File: src/rtl/uop_bundler_pkg.sv
// uop_bundler_pkg: shared micro-op constants and bundler state encoding
package uop_bundler_pkg;
  localparam int UOP_W = 24;
  localparam int PR_ADDR_W = 6;
  localparam int RENAMED_OP_SZ = 4 + 3 * PR_ADDR_W;
  localparam logic [UOP_W-1:0] UOP_NOP = {4'hF, 20'h0};
  typedef logic [UOP_W-1:0] uop_t;
  typedef enum logic [1:0] {EMPTY, FILL, OFFER} state_t;
endpackage

File: src/rtl/uop_fifo.sv
// uop_fifo: circular micro-op buffer, one write per cycle, WIDTH-wide read-out from head
module uop_fifo
  import uop_bundler_pkg::*;
#(
  parameter int WIDTH = 4,
  parameter int DEPTH = 16,
  localparam int AW = $clog2(DEPTH),
  localparam int CW = AW + 1,
  localparam int NW = $clog2(WIDTH) + 1
) (
  input  logic                   clk,
  input  logic                   rst,
  input  logic                   clr,
  input  logic                   wr_en,
  input  uop_t                   wr_data,
  input  logic [NW-1:0]          rd_n,
  output logic [WIDTH*UOP_W-1:0] rd_data,
  output logic [CW-1:0]          count
);
  uop_t mem [DEPTH];
  logic [AW-1:0] head, tail;
  // storage write at tail; rst and clr discard the write
  always_ff @(posedge clk)
    if (wr_en && !rst && !clr) mem[tail] <= wr_data;
  // pointers and occupancy; clr empties the queue by snapping head onto tail
  always_ff @(posedge clk)
    if (rst) begin
      head <= '0;
      tail <= '0;
      count <= '0;
    end else if (clr) begin
      head <= tail;
      count <= '0;
    end else begin
      if (wr_en) tail <= tail + AW'(1);
      head <= head + AW'(rd_n);
      count <= count + CW'(wr_en) - CW'(rd_n);
    end
  for (genvar i = 0; i < WIDTH; i++) begin : g_rd
    assign rd_data[(WIDTH-1-i)*UOP_W +: UOP_W] = mem[head + AW'(i)];
  end
endmodule

File: src/rtl/uop_bundler.sv
// uop_bundler: queues micro-ops and offers them as WIDTH-lane bundles (UOP_BUNDLER_TIMEOUT_EN: hold partial bundles until idle timeout)
module uop_bundler
  import uop_bundler_pkg::*;
#(
  parameter int WIDTH = 4,
  parameter int DEPTH = 16,
  parameter int TIMEOUT = 4
) (
  input  logic                   clk,
  input  logic                   rst,
  input  logic                   flush,
  input  logic [UOP_W-1:0]       in_uop,
  input  logic                   in_valid,
  output logic                   in_ready,
  output logic [WIDTH*UOP_W-1:0] out_uops,
  output logic [WIDTH-1:0]       out_lane_valid,
  output logic                   out_valid,
  input  logic                   out_ready
);
  localparam int CW = $clog2(DEPTH) + 1;
  localparam int NW = $clog2(WIDTH) + 1;
  state_t state;
  logic [NW-1:0] n_q, pop_n;
  logic [CW-1:0] count, next_cnt;
  logic [WIDTH*UOP_W-1:0] rd_data;
  logic push, hs, fire;
  assign in_ready = count != CW'(DEPTH);
  assign out_valid = state == OFFER;
  assign push = in_valid && in_ready && !flush;
  assign hs = out_valid && out_ready && !flush;
  assign pop_n = hs ? n_q : '0;
  assign next_cnt = count + CW'(push) - CW'(pop_n);
`ifdef UOP_BUNDLER_TIMEOUT_EN
  localparam int TW = $clog2(TIMEOUT) + 1;
  logic [TW-1:0] timer;
  assign fire = state == FILL && timer == TW'(TIMEOUT - 1);
  // idle timer: counts FILL cycles with no push, restarts on any queue activity
  always_ff @(posedge clk)
    timer <= (rst || flush || push || hs || state != FILL || fire) ? '0 : timer + TW'(1);
`else
  assign fire = state == FILL;
`endif
  uop_fifo #(.WIDTH(WIDTH), .DEPTH(DEPTH)) u_fifo (
    .clk(clk),
    .rst(rst),
    .clr(flush),
    .wr_en(push),
    .wr_data(in_uop),
    .rd_n(pop_n),
    .rd_data(rd_data),
    .count(count)
  );
  // bundle FSM; n_q latches the offered lane count so later pushes cannot grow the bundle
  always_ff @(posedge clk)
    if (rst || flush) begin
      state <= EMPTY;
      n_q <= '0;
    end else if (state == OFFER && !hs) begin
      state <= OFFER;
    end else if (next_cnt >= CW'(WIDTH) || fire) begin
      state <= OFFER;
      n_q <= next_cnt >= CW'(WIDTH) ? NW'(WIDTH) : NW'(next_cnt);
    end else begin
      state <= next_cnt != '0 ? FILL : EMPTY;
    end
  for (genvar i = 0; i < WIDTH; i++) begin : g_lane
    assign out_lane_valid[WIDTH-1-i] = out_valid && n_q > NW'(i);
    assign out_uops[(WIDTH-1-i)*UOP_W +: UOP_W] = out_lane_valid[WIDTH-1-i] ? rd_data[(WIDTH-1-i)*UOP_W +: UOP_W] : UOP_NOP;
  end
endmodule
File: config.mk
export PLATFORM = sky130hd
export DESIGN_NAME = uop_bundler
export DESIGN_NICKNAME = d
export VERILOG_FILES = /design/src/rtl/uop_bundler_pkg.sv /design/src/rtl/uop_fifo.sv /design/src/rtl/uop_bundler.sv
export SDC_FILE = /design/constraint.sdc
export NUM_CORES = 1
export LEC_CHECK = 0
export ABC_CLOCK_PERIOD_IN_PS = 3900
export CORE_MARGIN = 4
export CORE_UTILIZATION = 45
export CTS_BUF_LIST = sky130_fd_sc_hd__clkbuf_4 sky130_fd_sc_hd__clkbuf_8
export DETAILED_ROUTE_END_ITERATION = 16
export SYNTH_ARGS = -nofsm -noshare
export SYNTH_HDL_FRONTEND = slang
export SYNTH_SLANG_ARGS = --single-unit
File: constraint.sdc
create_clock -name clk -period 3.9 [get_ports clk]
set_input_delay 0.39 -clock clk [delete_from_list [all_inputs] [get_ports clk]]
set_output_delay 0.39 -clock clk [all_outputs]
set_load 0.01 [all_outputs]
Word-level counts from Yosys, hierarchy flattened
Memory sizes are Yosys's and may differ from the RTL's. A register that Yosys moved wholly into a read port is not among the register bits.
Index checks and enable logic that the tools add are counted.

operators by class
  add/subtract/negate cells = 7
  order comparisons = 5
  eq/ne operators = 3
  mux-type cells = 13
  bitwise gates (word level) = 2
  reductions and logical operators = 21

operator list
  operator               count
  $mux W24               4
  $logic_and A1 B1 Y1    11
  $add A4 B1 Y4 const B  2
  $add A4 B2 Y4 const B  2
  $mux W4                2
  $gt A3 B1 Y1 const B   2
  $gt A3 B2 Y1 const B   2
  $mux W3                2
  $add A5 B1 Y5          1
  $ge A5 B3 Y1 const B   1
  $ne A5 B5 Y1 const B   1
  $reduce_bool A5 Y1     1
  $sub A5 B3 Y5          1
  $add A4 B3 Y4          1
  $mux W2                2
  $reduce_and A2 Y1      2
  $logic_not A1 Y1       3
  $mux W1                3
  $reduce_or A3 Y1       1
  $eq A2 B1 Y1 const B   1
  $eq A2 B2 Y1 const B   1
  $logic_or A1 B1 Y1     2
  $not A1 Y1             2
  $reduce_or A2 Y1       1

word-level totals
  register bits = 18
  bits in writable memories = 384
  input bits = 29
  output and inout bits = 102
  memories kept = 1

memory list
  name        depth  width  read ports  clocked after Yosys merged registers in  wr ports  line            source
  u_fifo.mem  16     24     4           1                                        1         uop_fifo.sv:20  uop_t mem [DEPTH];

Longest topological paths before layout
Gate-level depths: netlist (run 1).

  word-level depth = 9
  mapped depth = 13
  depth with buffers taken out = 12

Modules after synthesis
Synthesis (run 1) repeated with hierarchy kept, for this count alone.

second synthesis, totals
  cell total of the unflattened synthesis = 1893
  area total of the unflattened synthesis = 25747.2 um^2

by module, submodules not included
  module       times used  cells an instance  area an instance (um^2)
  uop_fifo     1           1721               24597.3
  uop_bundler  1           172                1149.9

Worst setup path after synthesis (run 1)
Ideal clock, no wire load.

  kind = register to output
  start point = reg u_fifo.head[1]
  end point = out out_uops[24]
  arrival = 3.309 ns
  slack = 0.201 ns
  stages on the path, launching flop included = 11
  buffers on the path = 5
  path through = dfxtp_1 buf_1 clkbuf_1 inv_1 ha_1 clkbuf_1 buf_2 clkbuf_1 mux4_2 mux4_2 nor2b_1

on the way
  word-level cells in the longest chain between the ends = 3

RTL lines
  element                   line               source
  start: declaration        uop_fifo.sv:21     logic [AW-1:0] head, tail;
  start signal: assignment  uop_fifo.sv:32     head <= tail;
  start signal: assignment  uop_fifo.sv:36     head <= head + AW'(rd_n);
  $add A4 B2 Y4             uop_fifo.sv:40     assign rd_data[(WIDTH-1-i)*UOP_W +: UOP_W] = mem[head + AW'(i)];
  $mem_v2 Z16 W24           --
  $mux W24                  uop_bundler.sv:68  assign out_uops[(WIDTH-1-i)*UOP_W +: UOP_W] = out_lane_valid[WIDTH-1-i] ? rd_data[(WIDTH-1-i)*UOP_W +: UOP_W] ...
  end: declaration          uop_bundler.sv:15  output logic [WIDTH*UOP_W-1:0] out_uops,

Every way passes these cells.

Worst setup path after layout (run 1)
  start point = reg u_fifo.head[1]
  end point = out out_uops[32]

Same word-level chain as after synthesis.

==> out/metrics.csv, run 1 <==
stage,metric,value,unit
logic_synthesis,Post-synth EDFFs,384,
timing,Period minus WS final,3810,ps
routing,wl on met1,28.2,mm
worst_setup_path,"Data arrival, critical path",3420,ps
clock_network,CTS tree,built,
global_route,largest net degree at the start of global routing,105,
worst_setup_path,critical path's most frequent cell,mux4_2,
routing,post-DR wirelength/cell,32.4,um
floorplan,die height,244,um
floorplan,num ports,131,
pwr,Power Dens Cells,330,nW/um^2
floorplan,FP Rows,86,
logic_synthesis,Synth Flop Type,edfxtp_1,
min_path,Hold Path Class,input port to flip-flop,
logic_synthesis,Syn Nets,1385,
global_route,first-pass GRT wire length,106,mm
logic_synthesis,Post-Syn Area,25000,sq um
finish,# fillers,4357,
pwr,Int Power,7.54,mW
floorplan,Die W,244,um
timing,max_slew headroom,24.4,%
job,Max Cap Viol,0,
routing,met3 wire len,6.79,mm
clock_network,root buf cell,clkbuf_8,
timing,final period utilization,97.7,%
timing,Setup TNS,0,ps
clock_network,clk_lat worst skew,640,ps
worst_setup_path,Critical Path End Type,primary output,
worst_setup_path,worst path cell trace,inv_1 -> ha_4 -> buf_16 -> mux4_2 -> mux4_2 -> nor2b_1 -> clkdlybuf4s50_1,
global_route,number of global-route vias before repair,15600,
worst_setup_path,nature of the critical path startpoint,flip-flop,
clock_network,# H-tree levels,3,
pwr,Psw,2.21,mW
floorplan,Core Box Area,55100,sq um
logic_synthesis,"Warnings, synthesis",0,
routing,drt total wl,74.2,mm
floorplan,DIE AREA,59500,sq um
finish,design area,29500,sq um
clock_network,CTS Buf Count,73,
logic_synthesis,synth cell count leaders,"mux4_2 (440), edfxtp_1 (384), a211oi_1 (80), nor2b_1 (78), clkbuf_1 (51)",
timing,Clock Skews,23.1,ps
worst_setup_path,"Largest delay share family, worst path",buffers and inverters,
logic_synthesis,Synth top area share,46.1,%
pwr,maximum vdd drop,0.222,mV
logic_synthesis,async set-or-reset flop fraction in the synthesized netlist,0,%
finish,Layout Utilization,53.6,%
global_route,aggregate global-route resource usage,24.4,%
worst_setup_path,data required time of the critical path,3510,ps
clock_network,clk sinks,402,
placement,DP Worst Slack,489,ps
finish,Final Non-Filler Cells,2291,
finish,Nets,1536,
status,outcome,completed,
placement,dpl cells,2144,
logic_synthesis,#FFs+latches synth,402,
routing,drc violations,0,
pwr,combinational share of power,8.4,%
logic_synthesis,most frequent cell after synthesis,mux4_2,
finish,Layout area overhead,17.9,%
global_route,GR Overflow Total,0,
placement,dpl cell area,27600,sq um
timing,Final Slew Violations,0,
timing,Final setup viols,0,
routing,Routed Antenna Nets,0,
floorplan,initial core utilization,45.4,%
clock_network,clock-pin slew on the worst setup and hold paths,50,ps
worst_setup_path,critical path peak fanout,36,
logic_synthesis,"Seq/Total Area, Yosys",47.5,%
timing,Final Hold Fails,0,
pwr,switching share of power,22.6,%
placement,hpwl dp,43.2,mm
timing,RSZ-0062 raised after global routing,true,
logic_synthesis,syn_area_per_cell,18.7,sq um
worst_setup_path,CP max-delay cell,clkdlybuf4s50_1,
timing,FMAX,262,MHz
worst_setup_path,critical path type,flip-flop to primary output,
global_route,initial antenna violation count,2,
logic_synthesis,synth top area cells,"edfxtp_1 (46%), mux4_2 (40%), a211oi_1 (2.4%)",
pwr,clock share of power,42.7,%
logic_synthesis,cell taking the most area after synthesis,edfxtp_1,
worst_setup_path,Buf/Inv on CP,3,
timing,Worst-Margin Slew,1130,ps
placement,Port Buffers,130,
timing,Fin Hold WS,566,ps
clock_network,clk buf depth,3,
placement,GPL Wtd Cong,0.813,
routing,1st-pass router iterations,5,
worst_setup_path,CP peak stage delay,580,ps
routing,DR top layer,met5,
timing,Setup WS post-layout,89.7,ps
routing,via density per instance,6.85,
clock_network,Post-CTS Hold Buffers,0,
logic_synthesis,Mapped Cells,1336,
routing,First DRT Iteration DRCs,1958,
pwr,Leakage Power,8.84,nW
routing,wire length on met2,36.6,mm
pwr,Tot Pwr,9.75,mW
pwr,Sequential Power Share,48.9,%
logic_synthesis,"Distinct cells, synth",38,
finish,share of cells above drive strength 1,44.2,%
routing,Vias,15700,
==> per-layer routing <==
| layer | up-vias | GRT usage [%] |
|---|---|---|
| met4 | 2 | 8.54 |
| li1 | 6211 | - |
| met2 | 986 | 39.8 |
| met5 | - | 0 |
| met1 | 8336 | 33.0 |
| met3 | 151 | 5.17 |
==> layout make-up <==
class                      instances  area (sq um)  share of cell area, %
antenna                            1          2.50                0.00848
timing repair buffer             204          2350                   7.95
clock buffer                      93          1160                   3.93
tap                              748           936                   3.17
sequential                       402         11900                   40.3
inverter                          19          71.3                  0.242
multi-input combinational        787         12800                   43.2
clock inverter                    37           344                   1.17
==> what timing repair did <==
action / 4_1_cts / 5_1_grt
endpoints found under the setup margin: 41 / 49
gates cloned: 1 / 3
pin swaps: 0 / 1
setup buffers: 5 / 7
gates resized for setup: 22 / 19
==> path summary, 6_finish.rpt <==
path	start	to	slack, ps	cells after the start
setup / recovery	u_fifo.head[1]$_SDFF_PP0_	out_uops[32]	90	7
hold / removal	rst	u_fifo.tail[0]$_SDFFE_PP0P_	570	2
setup reg to reg	state[1]$_SDFF_PP0_	n_q[1]$_SDFFE_PP0P_	930	13
hold reg to reg	n_q[0]$_SDFFE_PP0P_	n_q[0]$_SDFFE_PP0P_	570	2
==> worst reg2reg max path: stages (launching register included) <==
cell       delay, ps
dfxtp_1          300
nor2b_1          120
buf_4            160
and3_1           190
ha_1             270
inv_1             60
ha_1             160
inv_1             60
fa_1             470
nand2b_1         160
o2bb2ai_1        150
o32a_1           350
a211o_1          250
a21oi_1          180
==> state kept, by name (all words and copies together) (netlist names) <==
name and cells:
u_fifo.count 5, n_q 3, u_fifo.head 4, state 2, u_fifo.mem 384, u_fifo.tail 4
==> placed cells by master, fill, tap and decap left out, drive strengths merged, types with 5 or more instances in the layout <==
master           n
mux4           440
edfxtp         384
clkdlybuf4s50  126
clkbuf          98
a211oi          80
nor2b           78
buf             69
mux2i           42
nor2            34
clkinv          24
inv             21
ha              18
dfxtp           18
nand2b          16
a21oi           11
or2             11
nand2           10
xor2             9
xnor2            8
bufinv           6
and2b            5
clkinvlp         5
==> power by group through the flow <==
| stage | logic, mW | clock network (mW) | registers [mW] |
|---|---|---|---|
| floorplan | 0.578 | 0 | 4.85 |
| global placement | 0.783 | 0 | 4.85 |
| detailed placement | 0.789 | 0 | 4.85 |
| CTS | 0.802 | 4.28 | 4.76 |
| global route | 0.874 | 4.50 | 4.76 |
| finish | 0.818 | 4.16 | 4.76 |
==> cell families (layout without fill, tap and decap cells) <==
logic type / count (synthesis) / in the layout / synth area share [%]
other cells: 0 / 1 / 0
compound gates: 104 / 104 / 2.99
fa+ha+maj: 20 / 20 / 1.06
flops: 402 / 402 / 47.5
buf+inv: 147 / 353 / 2.92
simple gates: 164 / 164 / 3.69
xor+xnor: 17 / 17 / 0.595
mux: 482 / 482 / 41.3
Note: power is estimated with default switching activity, not from simulation.
==> run 2: changes to the inputs <==
Settings changed: CTS_CLUSTER_DIAMETER set to 60.
==> results of run 2 <==
No change in the layout: final DEF, timing and power equal those of run 1.
